$ cat config.mk
export PLATFORM = sky130hd
export DESIGN_NAME = vlsu_load_distributor
export DESIGN_NICKNAME = d
export VERILOG_FILES = /design/src/rtl/vlsu_load_distributor.sv
export SDC_FILE = /design/constraint.sdc
export NUM_CORES = 1
export LEC_CHECK = 0
export CAP_MARGIN = 20
export CORE_AREA = 2 2 254 256
export DETAILED_ROUTE_END_ITERATION = 16
export DIE_AREA = 0 0 256 258
export PLACE_DENSITY = 0.65
export REMOVE_ABC_BUFFERS = 1
export SLEW_MARGIN = 10
export SYNTH_ARGS = -nofsm -noshare
export SYNTH_HDL_FRONTEND = slang
export SYNTH_SLANG_ARGS = --single-unit
$ cat constraint.sdc
create_clock -name clk_i -period 3.8 [get_ports clk_i]
set_input_delay 0.57 -clock clk_i [delete_from_list [all_inputs] [get_ports clk_i]]
set_output_delay 0.57 -clock clk_i [all_outputs]
set_load 0.01 [all_outputs]
$ cat src/rtl/vlsu_load_distributor.sv
// Load write-back distributor: splits each wide memory beat into one VRF word per lane
// and holds every word until its lane grants, then reports command completion.
module vlsu_load_distributor #(
  parameter int NrLane       = 4,
  parameter int VrfDataWidth = 64,
  parameter int VrfStrbWidth = VrfDataWidth / 8,
  parameter int VrfAddrWidth = 8,
  parameter int InsnIdWidth  = 3,
  parameter int BeatCntWidth = 9
) (
  input  logic                             clk_i,
  input  logic                             rst_i,
  input  logic                             cmd_valid_i,
  output logic                             cmd_ready_o,
  input  logic [InsnIdWidth-1:0]           cmd_id_i,
  input  logic [VrfAddrWidth-1:0]          cmd_base_addr_i,
  input  logic [BeatCntWidth-1:0]          cmd_nr_beats_i,
  input  logic [NrLane*VrfStrbWidth-1:0]   cmd_last_strb_i,
  input  logic                             mem_valid_i,
  output logic                             mem_ready_o,
  input  logic [NrLane*VrfDataWidth-1:0]   mem_data_i,
  output logic [NrLane-1:0]                load_op_valid_o,
  input  logic [NrLane-1:0]                load_op_gnt_i,
  output logic [NrLane*VrfDataWidth-1:0]   load_op_o,
  output logic [NrLane*VrfStrbWidth-1:0]   load_op_strb_o,
  output logic [NrLane*VrfAddrWidth-1:0]   load_op_addr_o,
  output logic [NrLane*InsnIdWidth-1:0]    load_id_o,
  output logic                             done_o,
  output logic [InsnIdWidth-1:0]           done_id_o
);

  typedef enum logic [1:0] {IDLE, ACTIVE, DONE} state_e;

  state_e                           state_q, state_d;
  logic [InsnIdWidth-1:0]           id_q, id_d;
  logic [VrfAddrWidth-1:0]          base_q, base_d;
  logic [BeatCntWidth-1:0]          nr_beats_q, nr_beats_d;
  logic [BeatCntWidth-1:0]          beat_idx_q, beat_idx_d;
  logic [NrLane*VrfStrbWidth-1:0]   last_strb_q, last_strb_d;
  logic [NrLane-1:0]                valid_q, valid_d;
  logic [NrLane*VrfDataWidth-1:0]   data_q, data_d;
  logic [NrLane*VrfStrbWidth-1:0]   strb_q, strb_d;
  logic [NrLane*VrfAddrWidth-1:0]   addr_q, addr_d;
  logic [NrLane*InsnIdWidth-1:0]    lid_q, lid_d;

  logic                             beats_left;
  logic                             all_free;
  logic                             beat_acc;
  logic                             final_beat;
  logic [VrfAddrWidth-1:0]          beat_addr;
  logic [VrfStrbWidth-1:0]          lane_strb;

  always_comb begin
    beats_left  = (beat_idx_q != nr_beats_q);
    all_free    = &(~valid_q | load_op_gnt_i);
    final_beat  = (beat_idx_q == (nr_beats_q - BeatCntWidth'(1)));
    beat_addr   = base_q + VrfAddrWidth'(beat_idx_q);
    // Grant feeds straight into ready so a fully granting array sustains one beat per cycle
    mem_ready_o = (state_q == ACTIVE) && beats_left && all_free;
    beat_acc    = mem_valid_i && mem_ready_o;
    cmd_ready_o = (state_q == IDLE);
    done_o      = (state_q == DONE);
    done_id_o   = id_q;

    state_d     = state_q;
    id_d        = id_q;
    base_d      = base_q;
    nr_beats_d  = nr_beats_q;
    beat_idx_d  = beat_idx_q;
    last_strb_d = last_strb_q;
    data_d      = data_q;
    strb_d      = strb_q;
    addr_d      = addr_q;
    lid_d       = lid_q;
    lane_strb   = '0;
    valid_d     = valid_q & ~load_op_gnt_i;

    if (beat_acc) begin
      beat_idx_d = beat_idx_q + BeatCntWidth'(1);
      for (int i = 0; i < NrLane; i++) begin
        lane_strb = final_beat ? last_strb_q[i*VrfStrbWidth +: VrfStrbWidth]
                               : {VrfStrbWidth{1'b1}};
        // A lane with an empty tail strobe is skipped entirely on the final beat
        if (|lane_strb) begin
          data_d[i*VrfDataWidth +: VrfDataWidth] = mem_data_i[i*VrfDataWidth +: VrfDataWidth];
          strb_d[i*VrfStrbWidth +: VrfStrbWidth] = lane_strb;
          addr_d[i*VrfAddrWidth +: VrfAddrWidth] = beat_addr;
          lid_d[i*InsnIdWidth +: InsnIdWidth]    = id_q;
          valid_d[i]                             = 1'b1;
        end
      end
    end

    case (state_q)
      IDLE: begin
        if (cmd_valid_i) begin
          id_d        = cmd_id_i;
          base_d      = cmd_base_addr_i;
          nr_beats_d  = cmd_nr_beats_i;
          last_strb_d = cmd_last_strb_i;
          beat_idx_d  = '0;
          state_d     = (cmd_nr_beats_i == '0) ? DONE : ACTIVE;
        end
      end
      ACTIVE: begin
        // Looking at next-cycle valid lets final grants and completion coincide
        if (!beats_left && (valid_d == '0)) state_d = DONE;
      end
      DONE:    state_d = IDLE;
      default: state_d = IDLE;
    endcase
  end

  always_ff @(posedge clk_i) begin
    if (rst_i) begin
      state_q     <= IDLE;
      id_q        <= '0;
      base_q      <= '0;
      nr_beats_q  <= '0;
      beat_idx_q  <= '0;
      last_strb_q <= '0;
      valid_q     <= '0;
      data_q      <= '0;
      strb_q      <= '0;
      addr_q      <= '0;
      lid_q       <= '0;
    end else begin
      state_q     <= state_d;
      id_q        <= id_d;
      base_q      <= base_d;
      nr_beats_q  <= nr_beats_d;
      beat_idx_q  <= beat_idx_d;
      last_strb_q <= last_strb_d;
      valid_q     <= valid_d;
      data_q      <= data_d;
      strb_q      <= strb_d;
      addr_q      <= addr_d;
      lid_q       <= lid_d;
    end
  end

  assign load_op_valid_o = valid_q;
  assign load_op_o       = data_q;
  assign load_op_strb_o  = strb_q;
  assign load_op_addr_o  = addr_q;
  assign load_id_o       = lid_q;

endmodule

==> run summary, run 1 <==
- Adder-Cell Fraction of Synth Area: 0.00630
- final instance area: 29800 um2
- insertion delay to the later sink of the worst-skew pair: 0.58 ns
- total number of placement rows: 93
- wire length reported by the detailed router: 85.9 mm
- post-synthesis async set-or-reset flop share: 0
- Die X-Extent: 256 um
- Period Utilization, post-route: 0.920
- post-cts sizing count: 0
- source of the worst hold timing path: rst_i
- top cells by instance count after synthesis: sky130_fd_sc_hd__dfxtp_1, sky130_fd_sc_hd__nand2_1, sky130_fd_sc_hd__clkbuf_1
- worst slew margin relative to its limit: 0.353
- global-route wire length before repair: 131 mm
- TritonCTS clock tree: done
- Clock Root Buffer: sky130_fd_sc_hd__clkbuf_16
- simple-gate portion of the synthesized area: 0.284
- most used standard cell by instance count after synthesis: sky130_fd_sc_hd__dfxtp_1
- Final setup viols: 0
- Yosys top cell area share: 0.380
- detailed-route wire length per cell: 21.7 um
- met2 usage: 0.405
- half-perimeter wire length after placement: 57.2 mm
- global routing usage summed across all routing layers: 0.241
- number of fill cells in the layout: 6049
- Worst setup EP type: primary output
- sequential fraction of the synthesis area: 0.380
- static power due to leakage: 9.68 nW
- Max stage delay on crit path: 0.57 ns
- sink count of the clock tree: 399
- Max stage delay cell, worst path: sky130_fd_sc_hd__or4_1
- total count of max-transition violations in the final report: 0
- share of post-route cells with drive strength above 1: 0.0576
- critical-path maximum fanout: 6
- run status: finished, final reports clean
- mux cell area share after synthesis: 0
- cts hold-fix bufs: 0
- unrepaired setup endpoints after global routing: no
- reg-to-reg startpoint: beat_idx_q[4]
- count of maximum capacitance violations: 0
- DRC violation total after the first TritonRoute iteration: 2747
- die outline height: 258 um
- die outline area: 66000 um2
- worst path arrival time: 2.93 ns
- Final Hold Viols: 0
- number of iterations in the first detailed-routing pass: 8
- YS warnings: 0
- largest family of logic cells by synthesized area: simple AND/OR/NAND/NOR gates
- overall overflow remaining after global route: 0
- initial antenna violation count: 3
- routed vias: 24644
- share of the synthesized area in compound gates (AO/OA/AOI/OAI): 0.239
- final std cells w/o fill: 3967
- Synth area leader: sky130_fd_sc_hd__dfxtp_1
- maximum clock path buffer count: 3
- CP startpoint: beat_idx_q[4]
- placed cell count: 3877
- Final Hold Slack: 0.408 ns
- area of the core: 63600 um2
- Mean Syn Cell Area: 7.89 um2
- cell area after synthesis: 21000 um2
- Peak supply drop: 0.000325 V
- post-synthesis sequential element count: 399
- top_reg_cell synth: sky130_fd_sc_hd__dfxtp_1
- WP data required: 3.23 ns
- remaining design rule violation count: 0
- post-route antenna net violation count: 0
- Clock Skew: 0.0114 ns
- PwrDens: 433 nW/um2
- GPL Wtd Cong: 0.907
- count of flip-flops with a built-in enable after synthesis: 0
- achievable clock frequency: 286 MHz
- number of vias per cell after detailed routing: 6.21
- number of buffers inserted by port buffering: 657
- cell-by-cell listing of the critical path: xor2_1, or4_1, nor4_4, nor2_1, clkdlybuf4s50_1
- type of origin of the critical path: flip-flop
- pin count of the biggest net entering global routing: 145
- global routing usage on met3: 0.0477
- clock slew at reported path FFs: 0.06 ns
- total number of nets in the final design: 3398
- Layout Area Growth over Synthesis: 41.8%
- deepest level of the CTS H-tree: 2
- number of buffers added by the clock tree synthesis step: 48
- Initial Utilization: 0.331
- Distinct cells, synth: 63
- GR Util met1: 0.304
- actual slew at the worst max-slew pin: 0.971 ns
- path type of the worst min-delay path: in -> reg
- Top Ports: 658
- cell area reported after detailed placement: 28200 um2
- Post-Synth XOR/XNOR Area: 0.00999
- Final min period: 3.50 ns
- GR peak layer: met2
- post-CTS setup repair buffer count: 0
- vias in the first global route: 22483
- Crit Path Class: reg -> out
- Post-Syn Instances: 2667
- largest cells by area after synthesis: sky130_fd_sc_hd__dfxtp_1, sky130_fd_sc_hd__o311ai_1, sky130_fd_sc_hd__nand4_1, sky130_fd_sc_hd__nor4_1, sky130_fd_sc_hd__a31oi_1
==> final cells by class <==
type,instances,area [um2],area share
clock buffer,70,1390,0.0464
inverter,58,225,0.00755
multi-input combinational,1831,11400,0.381
timing repair buffer,734,7500,0.252
tap,855,1070,0.0359
clock inverter,18,275,0.00923
antenna,2,5.00,0.000168
sequential,399,7990,0.268
==> state kept, by name, summed over array words and instances (netlist names), 8 cells and up <==
register and cells:
load_op_o 256, last_strb_q 32, load_op_addr_o 32, load_op_strb_o 32, load_id_o 12, beat_idx_q 9
nr_beats_q 9, base_q 8
==> layer usage <==
metal | vias up | share of wire
li1 | 11473 | -
met1 | 11866 | 0.41
met2 | 1100 | 0.48
met3 | 203 | 0.069
met4 | 2 | 0.039
met5 | - | 0.00017
==> report_power, final <==
group          total (mW)  leakage, nW  switching (mW)  internal (mW)
clock network        4.91        0.816            1.91           3.00
logic                3.22         5.61            1.93           1.29
registers            4.80         3.25           0.275           4.52
==> critical path, delay by kind of cell (launching register included) <==
family	cells	cell delay, ns
buffers and inverters	1	0.51
xor gates and xnor gates	1	0.16
and+or+nand+nor	3	1.21
DFF	1	0.48
==> path summary, 6_finish.rpt <==
kind,end,slack (ns),cells after the start
hold reg to reg,load_op_addr_o[9],0.46,2
setup reg to reg,load_op_o[193],0.40,8
hold / removal,base_q[2],0.41,2
setup / recovery,mem_ready_o,0.30,5
==> logic make-up after synthesis <==
logic type	count (synthesis)
and+or+nand+nor	1117
buffers and inverters	437
AOI/OAI and AO/OA	680
xor gates and xnor gates	24
adders and majority gates	10
DFF	399
==> cell usage in the layout, fill, tap and decap left out, drive strengths merged, types with 70 or more instances in the layout <==
cell and instances:
o311ai 262, clkbuf 70, dfxtp 399, a31oi 266, buf 78, nor4 280, nand2 396, nand4 303
clkdlybuf4s50 656
==> through the flow <==
step	total power [mW]	setup slack [ns]	TNS, ns	util
floorplan	6.25	-14.67	-4588.80	-
global placement	7.99	0.471	0	0.442
detailed placement	8.07	0.434	0	0.442
CTS	13.0	0.283	0	0.469
global route	13.4	0.187	0	0.469
finish	12.9	0.303	0	0.469
Note: power is estimated with default switching activity, not from simulation.
==> run 2: changes to the inputs <==
==> constraint.sdc (replaced) <==
create_clock -name clk_i -period 3.8 [get_ports clk_i]
set_input_delay 0.57 -clock clk_i [delete_from_list [all_inputs] [get_ports clk_i]]
set_output_delay 0.57 -clock clk_i [all_outputs]
set_load 0.02 [all_outputs]
==> run summary, run 2 (synthesis gave the netlist of run 1 again) <==
- critical-path maximum fanout: 6, unchanged
- path depth of the worst reg2reg path: 8, unchanged
- post-cts sizing count: 0, unchanged
- unrepaired setup endpoints after global routing: no
- worst slack after detailed placement: 0.430 ns, -0.00424 ns
- reg-to-reg startpoint: beat_idx_q[4]
- global routing usage summed across all routing layers: 0.244, +0.00230
- DRC violation total after the first TritonRoute iteration: 2786, +1.4%
- total number of placement rows: 93, unchanged
- wire length reported by the detailed router: 86.1 mm, +0.18%
- insertion delay to the later sink of the worst-skew pair: 0.60 ns, +0.02 ns
- Worst setup EP type: primary output
- GPL Wtd Cong: 0.888, -2.1%
- actual slew at the worst max-slew pin: 0.917 ns, -0.0538 ns
- Final Hold Slack: 0.395 ns, -0.0125 ns
- WP data required: 3.23 ns, about the same
- die outline area: 66000 um2, unchanged
- area of the core: 63600 um2, unchanged
- final total power: 12.9 mW, about the same
- number of vias per cell after detailed routing: 6.20, -0.18%
- half-perimeter wire length after placement: 57.2 mm, about the same
- reg2reg end: load_op_o[193]
- pin count of the biggest net entering global routing: 145, unchanged
- setup ws final: 0.263 ns, -0.0393 ns
- Period Utilization, post-route: 0.931, +0.0103
- worst path arrival time: 2.97 ns, +0.04 ns
- Crit Path Class: reg -> out
- global-route wire length before repair: 132 mm, +0.70%
- remaining design rule violation count: 0, unchanged
- Initial Utilization: 0.331, unchanged
- path type of the worst min-delay path: in -> reg
- detailed-route wire length per cell: 21.7 um, +0.18%
- die outline height: 258 um, unchanged
- max FFs per register: 256, unchanged
- Top Ports: 658, unchanged
- Clock Root Buffer: sky130_fd_sc_hd__clkbuf_16
- post-route setup TNS: 0 ns, unchanged
- number of buffers inserted by port buffering: 657, unchanged
- cell-by-cell listing of the critical path: xor2_1, or4_1, nor4_4, nor2_1, clkdlybuf4s50_1
- most common cell after layout, fill and taps aside: sky130_fd_sc_hd__clkdlybuf4s50_1
- Final min period: 3.54 ns, +0.0393 ns
- Layout Area Growth over Synthesis: 41.5%
- routed vias: 24600, -0.18%
- cts hold-fix bufs: 0, unchanged
- most used cells in the layout excluding fill and tap cells: sky130_fd_sc_hd__clkdlybuf4s50_1, sky130_fd_sc_hd__dfxtp_1, sky130_fd_sc_hd__nand2_1, sky130_fd_sc_hd__nand4_1, sky130_fd_sc_hd__nor4_1
- Final Hold Viols: 0, unchanged
- maximum clock path buffer count: 3, unchanged
- vias in the first global route: 22622, +0.62%
- Max stage delay cell, worst path: sky130_fd_sc_hd__or4_1
- post-CTS setup repair buffer count: 0, unchanged
- sink count of the clock tree: 399, unchanged
- total count of max-transition violations in the final report: 0, unchanged
- type of origin of the critical path: flip-flop
- initial antenna violation count: 6, +3
- WHS Path Cells: 2, unchanged
- TritonCTS clock tree: done
- static power due to leakage: 9.65 nW, -0.31%
- Die X-Extent: 256 um, unchanged
- worst slew margin relative to its limit: 0.389, +0.0359
- number of iterations in the first detailed-routing pass: 7, -1
- Clock Skew: 0.0300 ns, +0.0186 ns
- hold path endpoint: nr_beats_q[3]
- PwrDens: 434 nW/um2, +0.12%
- number of buffers added by the clock tree synthesis step: 48, unchanged
- count of maximum capacitance violations: 0, unchanged
- run status: finished, final reports clean
- achievable clock frequency: 283 MHz, -1.1%
- source of the worst hold timing path: rst_i
- deepest level of the CTS H-tree: 2, unchanged
- total number of nets in the final design: 3396, -0.059%
- share of post-route cells with drive strength above 1: 0.0576, about the same
- Peak supply drop: 0.000336 V, +3.4%
- clock slew at reported path FFs: 0.06 ns, about the same
- Max stage delay on crit path: 0.58 ns, about the same
- overall overflow remaining after global route: 0, unchanged
- register-to-register path setup slack: 0.39 ns, about the same
- post-route antenna net violation count: 0, unchanged
- Final setup viols: 0, unchanged
-- run 2: metrics by stage --
step	area, um2	utilization	cells
CTS	29800	0.468	3962
floorplan	19600	-	2288
global route	29800	0.468	3966
finish	29800	0.468	3967
detailed placement	28200	0.443	3875
global placement	28200	0.443	3875
-- run 2: power by group --
part / leakage [nW] / internal, mW / switching, mW / total [mW]
clock: 0.789 / 2.74 / 1.93 / 4.67
sequential: 3.25 / 4.52 / 0.280 / 4.80
combinational: 5.61 / 1.30 / 2.15 / 3.45
total: 9.65 / 8.56 / 4.36 / 12.9
-- run 2: worst max-delay path by stage --
stage               slack (ns)                  to  cells past startpoint          start
floorplan               -14.67  load_op_strb_o[24]                      6  nr_beats_q[0]
global placement          0.52   load_op_strb_o[4]                      9  nr_beats_q[0]
detailed placement        0.43      load_op_o[193]                      8  beat_idx_q[4]
CTS                       0.22         mem_ready_o                      5  beat_idx_q[4]
global route              0.18         mem_ready_o                      5  beat_idx_q[4]
finish                    0.26         mem_ready_o                      5  beat_idx_q[4]
-- run 2: cell type report --
class | instances | area [um2]
Sequential cell | 399 | 7990
Clock inverter | 15 | 158
Clock buffer | 72 | 1430
Fill cell | 6063 | 33900
Tap cell | 855 | 1070
Timing Repair Buffer | 732 | 7510
Multi-Input combinational cell | 1831 | 11400
Antenna cell | 5 | 12.5
Inverter | 58 | 225
-- run 2: worst max-delay path: cells and delay by family, from the launching register on --
kind	cells	cell delay [ns]
DFF	1	0.48
buffers and inverters	1	0.55
and+or+nand+nor	3	1.16
xor gates and xnor gates	1	0.17
-- run 2: layer usage --
metal / share of wire / up-vias / GRT usage / routed length (um)
li1: - / 11487 / - / -
met1: 0.41 / 11746 / 0.309 / 35000
met2: 0.48 / 1150 / 0.402 / 40900
met3: 0.076 / 215 / 0.0498 / 6520
met4: 0.042 / 2 / 0.105 / 3600
met5: 0.00013 / - / 0 / 11
